==> src/rtl/arb_pkg.sv <==
// ---------------------------------------------------------------------------
// arb_pkg -- shared definitions for the 4-way arbiter slice.
//   NUM_REQ : number of requesters (4)
//   IDX_W   : width of a requester index (2)
//   state_t : arbiter FSM states {IDLE, BUSY}
// ---------------------------------------------------------------------------
package arb_pkg;

    localparam int NUM_REQ = 4;
    localparam int IDX_W   = 2;

    typedef enum logic {
        IDLE = 1'b0,
        BUSY = 1'b1
    } state_t;

endpackage : arb_pkg

==> src/rtl/prio_enc4.sv <==
// ---------------------------------------------------------------------------
// prio_enc4 -- combinational 4-bit priority search; the lowest set bit wins.
// The caller rotates/reverses its request vector so that bit 0 is the
// requester that should be considered first, then maps the index back.
// Ports:
//   vec   in  [3:0]  candidate vector (already rotated/masked)
//   idx   out [1:0]  position of the lowest set bit (0 when vec == 0)
//   valid out        vec has at least one bit set
// ---------------------------------------------------------------------------
module prio_enc4
    import arb_pkg::*;
(
    input  logic [NUM_REQ-1:0] vec,
    output logic [IDX_W-1:0]   idx,
    output logic               valid
);

    always_comb begin
        idx   = '0;
        valid = |vec;
        // Walk downward so the lowest set bit is the last (winning) write.
        for (int i = NUM_REQ - 1; i >= 0; i--) begin
            if (vec[i]) begin
                idx = IDX_W'(i);
            end
        end
    end

endmodule : prio_enc4

==> src/rtl/arb_rr_4.sv <==
// ---------------------------------------------------------------------------
// arb_rr_4 -- 4-requester arbiter with a bounded hold time.
// A requester keeps the grant while it keeps requesting, for at most
// MAX_HOLD consecutive cycles. On release the next winner is granted at the
// same edge; on expiry the current owner is excluded from that one search.
// All outputs are registered (one cycle from req to grant).
//
// Build option:
//   ARB_RR_4_ROUND_ROBIN_EN  defined   -> round-robin, search starts after
//                                         the most recent grant
//                            undefined -> fixed priority, 3 highest, 0 lowest
// Parameters:
//   MAX_HOLD  max consecutive grant cycles per owner, 1..256
// Ports:
//   clk        in        clock, rising edge
//   rst        in        asynchronous active-high reset
//   req        in  [3:0] request vector
//   gnt        out [3:0] one-hot grant, zero when idle
//   gnt_idx    out [1:0] index of the granted requester, 0 when idle
//   gnt_valid  out       a grant is active
// ---------------------------------------------------------------------------
module arb_rr_4
    import arb_pkg::*;
#(
    parameter int MAX_HOLD = 8
) (
    input  logic               clk,
    input  logic               rst,
    input  logic [NUM_REQ-1:0] req,
    output logic [NUM_REQ-1:0] gnt,
    output logic [IDX_W-1:0]   gnt_idx,
    output logic               gnt_valid
);

    localparam int CNT_W = (MAX_HOLD > 1) ? $clog2(MAX_HOLD) : 1;

    state_t             state_reg, state_next;
    logic [NUM_REQ-1:0] gnt_reg, gnt_next;
    logic [IDX_W-1:0]   gnt_idx_reg, gnt_idx_next;
    logic               gnt_valid_reg, gnt_valid_next;
    logic [CNT_W-1:0]   hold_cnt_reg, hold_cnt_next;

    logic               expired;
    logic [NUM_REQ-1:0] cand;
    logic [NUM_REQ-1:0] enc_vec;
    logic [IDX_W-1:0]   enc_idx;
    logic               enc_valid;
    logic [IDX_W-1:0]   win_idx;

    // The owner has used its last allowed cycle once the counter reaches
    // MAX_HOLD-1 (always true for MAX_HOLD=1, giving one-cycle grants).
    assign expired = (hold_cnt_reg == CNT_W'(MAX_HOLD - 1));

    // On expiry the owner sits out this one search. On a voluntary drop its
    // req bit is already 0, so no masking is needed there.
    assign cand = (state_reg == BUSY && expired) ? (req & ~gnt_reg) : req;

`ifdef ARB_RR_4_ROUND_ROBIN_EN
    logic [IDX_W-1:0] last_idx_reg, last_idx_next;

    // Rotate so that encoder bit 0 is requester (last_idx+1) mod 4.
    for (genvar gi = 0; gi < NUM_REQ; gi++) begin : g_rot
        logic [IDX_W-1:0] src;
        assign src         = last_idx_reg + IDX_W'(gi + 1);
        assign enc_vec[gi] = cand[src];
    end
    assign win_idx = enc_idx + last_idx_reg + IDX_W'(1);
`else
    // Reverse so that encoder bit 0 is requester 3 (highest priority).
    for (genvar gi = 0; gi < NUM_REQ; gi++) begin : g_rev
        assign enc_vec[gi] = cand[NUM_REQ-1-gi];
    end
    assign win_idx = IDX_W'(NUM_REQ - 1) - enc_idx;
`endif

    prio_enc4 u_prio_enc4 (
        .vec   (enc_vec),
        .idx   (enc_idx),
        .valid (enc_valid)
    );

    always_comb begin
        state_next     = state_reg;
        gnt_next       = gnt_reg;
        gnt_idx_next   = gnt_idx_reg;
        gnt_valid_next = gnt_valid_reg;
        hold_cnt_next  = hold_cnt_reg;

        if (state_reg == BUSY && req[gnt_idx_reg] && !expired) begin
            hold_cnt_next = hold_cnt_reg + CNT_W'(1);
        end else if (enc_valid) begin
            // New grant: from IDLE, or back-to-back on release.
            state_next          = BUSY;
            gnt_next            = '0;
            gnt_next[win_idx]   = 1'b1;
            gnt_idx_next        = win_idx;
            gnt_valid_next      = 1'b1;
            hold_cnt_next       = '0;
        end else begin
            state_next     = IDLE;
            gnt_next       = '0;
            gnt_idx_next   = '0;
            gnt_valid_next = 1'b0;
            hold_cnt_next  = '0;
        end
    end

`ifdef ARB_RR_4_ROUND_ROBIN_EN
    assign last_idx_next = (gnt_valid_next && hold_cnt_next == '0) ? gnt_idx_next
                                                                   : last_idx_reg;
`endif

    always_ff @(posedge clk or posedge rst) begin
        if (rst) begin
            state_reg     <= IDLE;
            gnt_reg       <= '0;
            gnt_idx_reg   <= '0;
            gnt_valid_reg <= 1'b0;
            hold_cnt_reg  <= '0;
`ifdef ARB_RR_4_ROUND_ROBIN_EN
            last_idx_reg  <= IDX_W'(NUM_REQ - 1);
`endif
        end else begin
            state_reg     <= state_next;
            gnt_reg       <= gnt_next;
            gnt_idx_reg   <= gnt_idx_next;
            gnt_valid_reg <= gnt_valid_next;
            hold_cnt_reg  <= hold_cnt_next;
`ifdef ARB_RR_4_ROUND_ROBIN_EN
            last_idx_reg  <= last_idx_next;
`endif
        end
    end

    assign gnt       = gnt_reg;
    assign gnt_idx   = gnt_idx_reg;
    assign gnt_valid = gnt_valid_reg;

endmodule : arb_rr_4

==> config.mk <==
export PLATFORM = sky130hd
export DESIGN_NAME = arb_rr_4
export DESIGN_NICKNAME = d
export VERILOG_FILES = /design/src/rtl/arb_pkg.sv /design/src/rtl/prio_enc4.sv /design/src/rtl/arb_rr_4.sv
export SDC_FILE = /design/constraint.sdc
export NUM_CORES = 1
export LEC_CHECK = 0
export BUFFER_PORTS_ARGS = -buffer_cell sky130_fd_sc_hd__buf_2
export CORE_AREA = 2 2 39 41
export CTS_CLUSTER_DIAMETER = 200
export DETAILED_ROUTE_END_ITERATION = 6
export DIE_AREA = 0 0 41 43
export PLACE_DENSITY = 0.64
export SLEW_MARGIN = 20
export SYNTH_ARGS = -nofsm -noshare
export SYNTH_HDL_FRONTEND = slang
export SYNTH_SLANG_ARGS = --single-unit
==> constraint.sdc <==
create_clock -name clk -period 1.9 [get_ports clk]
set_input_delay 0.095 -clock clk [delete_from_list [all_inputs] [get_ports clk]]
set_output_delay 0.095 -clock clk [all_outputs]
set_load 0.01 [all_outputs]
==> results.json, run 1 <==
{
  "cts_num_sinks": 10,
  "io_buffer_count": 12,
  "cp-end-kind": "flip-flop",
  "grt_pass1_vias": 403,
  "clock_skew_ns": 0.000541,
  "period_share_pct": 95.2,
  "synth.cell_area_sq_um": 520,
  "drc_errors": 0,
  "detailroute.via_count": 404,
  "status": "complete, no violations",
  "clkLatencyLatePin_ns": 0.26,
  "synth_nets": 54,
  "cts-buffers-inserted": 3,
  "die_y_microns": 43,
  "number_of_iterations_in_the_first_detailed_routing_pass": 2,
  "grt_pass1_wl_mm": 1.65,
  "layout-area-overhead-vs-synth_pct": 27.9,
  "layout_cells_sized_above_1_pct": 36.4,
  "htreeDepth": 1,
  "globalplace.congestion": 0.764,
  "largest_register_ff_count": 4,
  "finalWirelength_microns": 958,
  "initial_utilization_pct": 37.6,
  "post_synth_most_frequent_cells": "sky130_fd_sc_hd__dfrtp_1 (10), sky130_fd_sc_hd__nand2_1 (5), sky130_fd_sc_hd__and2_1 (3), sky130_fd_sc_hd__inv_1 (3), sky130_fd_sc_hd__nand3_1 (3)",
  "syn_area_per_cell_sq_um": 11.3,
  "cts_tree": "built",
  "timing.slew.headroom_pct": 74.7,
  "wl_met3_microns": 50,
  "tns_ns": 0,
  "critical_path_required_ns": 2.05,
  "io_pins": 13,
  "m1WireLength_microns": 428,
  "grt_util_all_layers_pct": 14.7,
  "min-delay-path-class": "in2reg",
  "dieWidth_microns": 41,
  "crit_path_start_kind": "flip-flop",
  "wire_per_inst_microns": 11.7,
  "synth_enable_flop_cells": 0,
  "globalRoute.totalOverflow": 0,
  "floorplan.core_area_sq_um": 1380,
  "hold_violations": 0,
  "cellLeakagePower_nw": 0.338,
  "detail_route.iter0.violations": 6,
  "drv.max_cap_violation_count": 0,
  "clock-root-buffer": "sky130_fd_sc_hd__clkbuf_4",
  "rsz_0062_raised_after_global_routing": "no",
  "synth_async_sr_flop_share_pct": 100,
  "setup_viol": 0,
  "detail_route_met2_wl_microns": 444,
  "leading_cell_type_by_number_of_instances_after_synthesis": "sky130_fd_sc_hd__dfrtp_1",
  "fp.dieArea_sq_um": 1760,
  "yosys_warnings": 0,
  "core.rowCount": 14,
  "fin_crit_ns": 1.81,
  "synth_top_cell_by_area": "sky130_fd_sc_hd__dfrtp_1",
  "grt_max_degree": 11,
  "layout.core_utilization_pct": 48.1,
  "max_slew.worst_pin.slew_ns": 0.378,
  "critPathMaxFanout": 4,
  "synth_top_cells_by_area": "sky130_fd_sc_hd__dfrtp_1 (48%), sky130_fd_sc_hd__ha_1 (4.8%), sky130_fd_sc_hd__mux2i_1 (3.8%)",
  "synthesis.instances": 46,
  "post-dp-hpwl_microns": 746,
  "f_max_mhz": 553,
  "ant_nets": 0,
  "ys_ff_latch": 10,
  "post_cts.resized_instances": 0,
  "power_density_nw_per_um2": 1160,
  "num-nets-final": 75,
  "highest_layer": "met4",
  "clock_tree.buffer_depth": 2,
  "synthFlopType": "sky130_fd_sc_hd__dfrtp_1",
  "synth_top_area_share_pct": 48.1,
  "sequential_area_share_after_synthesis_pct": 48.1,
  "grt_antenna_before_repair": 0,
  "criticalPathCategory": "reg2reg",
  "n_antenna_cell": 0,
  "detail_route.vias_per_cell": 4.93,
  "post_synth_num_cell_types": 23,
  "peakVddDrop_mv": 0.582,
  "timing.critical_path.arrival_ns": 1.96,
  "slew_violations": 0,
  "clock_pin_transition_on_the_worst_setup_and_hold_timing_paths_ns": 0.07
}
-- layer usage --
layer	vias to the layer above	GRT usage, %
met2	10	21.3
li1	207	-
met3	4	4.71
met1	183	17.7
met5	-	0
met4	0	10.0
-- through the flow --
stage	instances	hold slack [ns]	total power [W]	setup WS [ns]	cell area (sq um)
after global placement	77	0.0939	0.000587	0.137	619
after detailed placement	77	0.0925	0.000583	0.0997	619
after floorplan	46	-0.0648	0.000502	0.110	520
after CTS	82	0.106	0.000785	0.0729	666
after global routing	82	0.146	0.000832	0.00758	666
final	82	0.112	0.000769	0.0919	666
-- worst max-delay path, stage by stage (launching register included) --
cell                      delay (ns)
sky130_fd_sc_hd__dfrtp_1        0.39
sky130_fd_sc_hd__ha_1           0.20
sky130_fd_sc_hd__ha_1           0.19
sky130_fd_sc_hd__or3b_4         0.39
sky130_fd_sc_hd__o22ai_4        0.19
sky130_fd_sc_hd__mux2_1         0.34
-- final cells by class --
| class | instances | area (sq um) |
|---|---|---|
| fillers | 132 | 718 |
| multi-input cells | 32 | 248 |
| well taps | 16 | 20.0 |
| flip-flops and latches | 10 | 250 |
| repair buffers | 17 | 100 |
| inverters | 3 | 11.3 |
| clock buffers | 4 | 36.3 |
-- final timing paths --
check	to	slack, ns	startpoint	depth (start not counted)
max reg2reg	gnt[3]	0.09	hold_cnt_reg[0]	5
max	gnt[3]	0.09	hold_cnt_reg[0]	5
min in group asynchronous	gnt[1]	0.34	rst	3
min	gnt_valid	0.11	req[0]	3
max in group asynchronous	hold_cnt_reg[0]	1.29	rst	3
min reg2reg	hold_cnt_reg[0]	0.44	hold_cnt_reg[0]	1
-- cell families (layout without fill, tap and decap cells) --
| group | Yosys count | after routing | share of synthesized area, % |
|---|---|---|---|
| compound gates | 9 | 9 | 16.8 |
| fa+ha+maj | 2 | 2 | 4.81 |
| buf+inv | 4 | 24 | 4.33 |
| flops | 10 | 10 | 48.1 |
| mux | 3 | 3 | 6.01 |
| simple gates | 18 | 18 | 20.0 |
-- where the power goes --
| part | internal, W | total (W) | switching, W |
|---|---|---|---|
| sequential | 0.000273 | 0.000318 | 0.0000452 |
| clock | 0.000116 | 0.000191 | 0.0000745 |
| combinational | 0.000134 | 0.000260 | 0.000126 |
| total | 0.000524 | 0.000769 | 0.000245 |
-- what timing repair did --
action                                 CTS  global route
setup buffers                            0             0
hold buffers                             1             0
endpoints found under the hold margin   10             0
-- cells in the final DEF, fill, tap and decap left out, drive strengths merged --
| cell | n |
|---|---|
| buf | 16 |
| a21oi | 2 |
| nand3b | 2 |
| nor2b | 1 |
| nand2b | 1 |
| o22ai | 1 |
| clkbuf | 4 |
| nand2 | 5 |
| nor4b | 1 |
| mux2 | 1 |
| inv | 3 |
| nand3 | 3 |
| o21a | 1 |
| a311oi | 1 |
| ha | 2 |
| nor2 | 1 |
| dfrtp | 10 |
| o221ai | 1 |
| o31ai | 2 |
| and2 | 3 |
| a21o | 1 |
| or3b | 1 |
| dlygate4sd3 | 1 |
| mux2i | 2 |
Power figures use the tool's default switching activity.
==> run 2: changes to the inputs <==
--- a/config.mk
+++ b/config.mk
@@ -10,7 +10,7 @@
 export CTS_CLUSTER_DIAMETER = 200
 export DETAILED_ROUTE_END_ITERATION = 6
 export DIE_AREA = 0 0 41 43
-export PLACE_DENSITY = 0.64
+export PLACE_DENSITY = 0.71
 export SLEW_MARGIN = 20
 export SYNTH_ARGS = -nofsm -noshare
 export SYNTH_HDL_FRONTEND = slang
==> run 2 against run 1 <==
  * Sequential cell count is the same
  * Worst setup slack lost 0.031 ns
  * Power shrank 4.0%
  * Via count grew 5.4%
  * Core utilization shrank 0.54 points
  * Global-route usage grew 0.81 points
  * Sequential power grew 1%
  * Final cell count shrank 2.4%
  * Hold slack gained 0.015 ns
  * Routed wire length grew 9.6%
  * Critical path type unchanged
  * Largest power group unchanged
==> results.json, run 2 (synthesis gave the netlist of run 1 again) <==
{
  "post_route_standard_cell_area_excluding_fillers_sq_um": 658,
  "path_common_cell": "sky130_fd_sc_hd__ha_1",
  "setup_ws_ns": 0.0604,
  "finalWirelength_mm": 1.05,
  "peakVddDrop_mv": 0.443,
  "layout_commonest_cell": "sky130_fd_sc_hd__buf_2",
  "largest_register_ff_count": 4,
  "timing.critical_path.cells": "ha_1, ha_1, or3b_4, o22ai_4, mux2_4",
  "pre_cts_ws_ns": 0.0718,
  "f_max_mhz": 544,
  "fp.dieArea_sq_um": 1760,
  "min-delay-path-class": "in2reg",
  "global_route.usage.met3_pct": 5.24,
  "timing.slew.headroom_pct": 74.2,
  "cellLeakagePower_nw": 0.332,
  "wire_per_inst_microns": 13.1,
  "period_share_pct": 96.8,
  "top_usage_layer": "met2",
  "drv.max_cap_violation_count": 0,
  "n_antenna_cell": 0,
  "floorplan.core_area_sq_um": 1380,
  "ant_nets": 0,
  "clock_skew_ns": 0.00452,
  "crit_slowest_cell": "sky130_fd_sc_hd__or3b_4",
  "io_buffer_count": 12,
  "grt_antenna_before_repair": 0,
  "core.rowCount": 14,
  "grt_pass1_vias": 440,
  "slew_violations": 0,
  "detail_route.iter0.violations": 3,
  "clkLatencyLatePin_ns": 0.25,
  "dieWidth_microns": 41,
  "critical_path_required_ns": 2.04,
  "grt_use_met1_pct": 17.7,
  "drc_errors": 0,
  "grt_pass1_wl_mm": 1.81,
  "cts-buffers-inserted": 3,
  "layout.core_utilization_pct": 47.6,
  "hold_violations": 0,
  "htreeDepth": 1,
  "max_slew.worst_pin.slew_ns": 0.386,
  "filler_cell_count": 137,
  "num-nets-final": 74,
  "tns_ns": 0,
  "setup_viol": 0,
  "clock_tree.buffer_depth": 2,
  "globalRoute.totalOverflow": 0,
  "groute.layer.met2.usage_pct": 23.4,
  "setup.reg_to_reg.worst_slack_ns": 0.06,
  "grt_util_all_layers_pct": 15.5,
  "cp_slowest_stage_delay_ns": 0.39,
  "power_density_nw_per_um2": 1120,
  "globalplace.congestion": 0.654,
  "number_of_iterations_in_the_first_detailed_routing_pass": 4,
  "die_y_microns": 43,
  "report.power.total_w": 0.000738,
  "detail_route.vias_per_cell": 5.33,
  "layout-area-overhead-vs-synth_pct": 26.4,
  "cts_tree": "built",
  "criticalPathCategory": "reg2reg",
  "placed_cell_areas_sq_um": 604,
  "cts_num_sinks": 10,
  "grt_max_degree": 11,
  "layout_cells_sized_above_1_pct": 37.5,
  "rsz_0062_raised_after_global_routing": "no",
  "post-dp-hpwl_microns": 802,
  "critPathMaxFanout": 4,
  "detailroute.via_count": 426,
  "multi_input_comb_area_sq_um": 258,
  "fin_crit_ns": 1.84,
  "cp-end-kind": "flip-flop",
  "crit_path_start_kind": "flip-flop",
  "initial_utilization_pct": 37.6,
  "status": "complete, no violations",
  "clock-root-buffer": "sky130_fd_sc_hd__clkbuf_4",
  "timing.critical_path.arrival_ns": 1.98,
  "most-common-layout-cells": "sky130_fd_sc_hd__buf_2 (12), sky130_fd_sc_hd__dfrtp_1 (10), sky130_fd_sc_hd__nand2_1 (5)",
  "clock_pin_transition_on_the_worst_setup_and_hold_timing_paths_ns": 0.06,
  "io_pins": 13,
  "seqCellArea_sq_um": 250
}
[run 2: worst max-delay path: cells and delay by family (launching register included)]
kind	cells	cell delay, ns
DFF	1	0.38
AOI/OAI and AO/OA	1	0.24
muxes	1	0.32
and+or+nand+nor	1	0.39
adders and majority gates	2	0.39
[run 2: per-stage QoR]
step,std cells,hold WS [ns]
final,80,0.127
after global routing,80,0.115
after CTS,79,0.120
after detailed placement,75,0.0962
after global placement,75,0.0924
after floorplan,46,-0.0648
[run 2: where the power goes]
part / internal [W] / switching, W / total (W) / leakage (nW)
Combinational: 0.000147 / 0.000133 / 0.000280 / 0.197
Sequential: 0.000273 / 0.0000490 / 0.000322 / 0.122
Clock: 0.0000727 / 0.0000634 / 0.000136 / 0.0138
Total: 0.000493 / 0.000245 / 0.000738 / 0.332
[run 2: timing repair]
item,in CTS,in global routing
hold endpoints to repair,10,0
buffers inserted,0,1
hold buffers,1,0
endpoints found under the setup margin,0,3
resized for setup,0,3
[run 2: final cells by class]
class | count | area share, %
tap | 16 | 3.04
clock buffer | 3 | 3.42
timing repair buffer | 16 | 14.6
multi-input combinational | 32 | 39.2
sequential | 10 | 38.0
inverter | 3 | 1.71
[run 2: path summary, 6_finish.rpt]
path / start / to / cells after the start
hold reg to reg: hold_cnt_reg[0] / hold_cnt_reg[0] / 1
setup / recovery: hold_cnt_reg[0] / gnt[3] / 5
min in group asynchronous: rst / gnt[2] / 3
hold / removal: req[0] / gnt_valid / 3
setup reg to reg: hold_cnt_reg[0] / gnt[3] / 5
max in group asynchronous: rst / hold_cnt_reg[2] / 3
[run 2: per-layer routing]
| layer | part of all wire [%] | vias up |
|---|---|---|
| met2 | 50 | 13 |
| met4 | 1.8 | 0 |
| met3 | 5.8 | 2 |
| met5 | 0 | - |
| met1 | 43 | 211 |
| li1 | - | 200 |
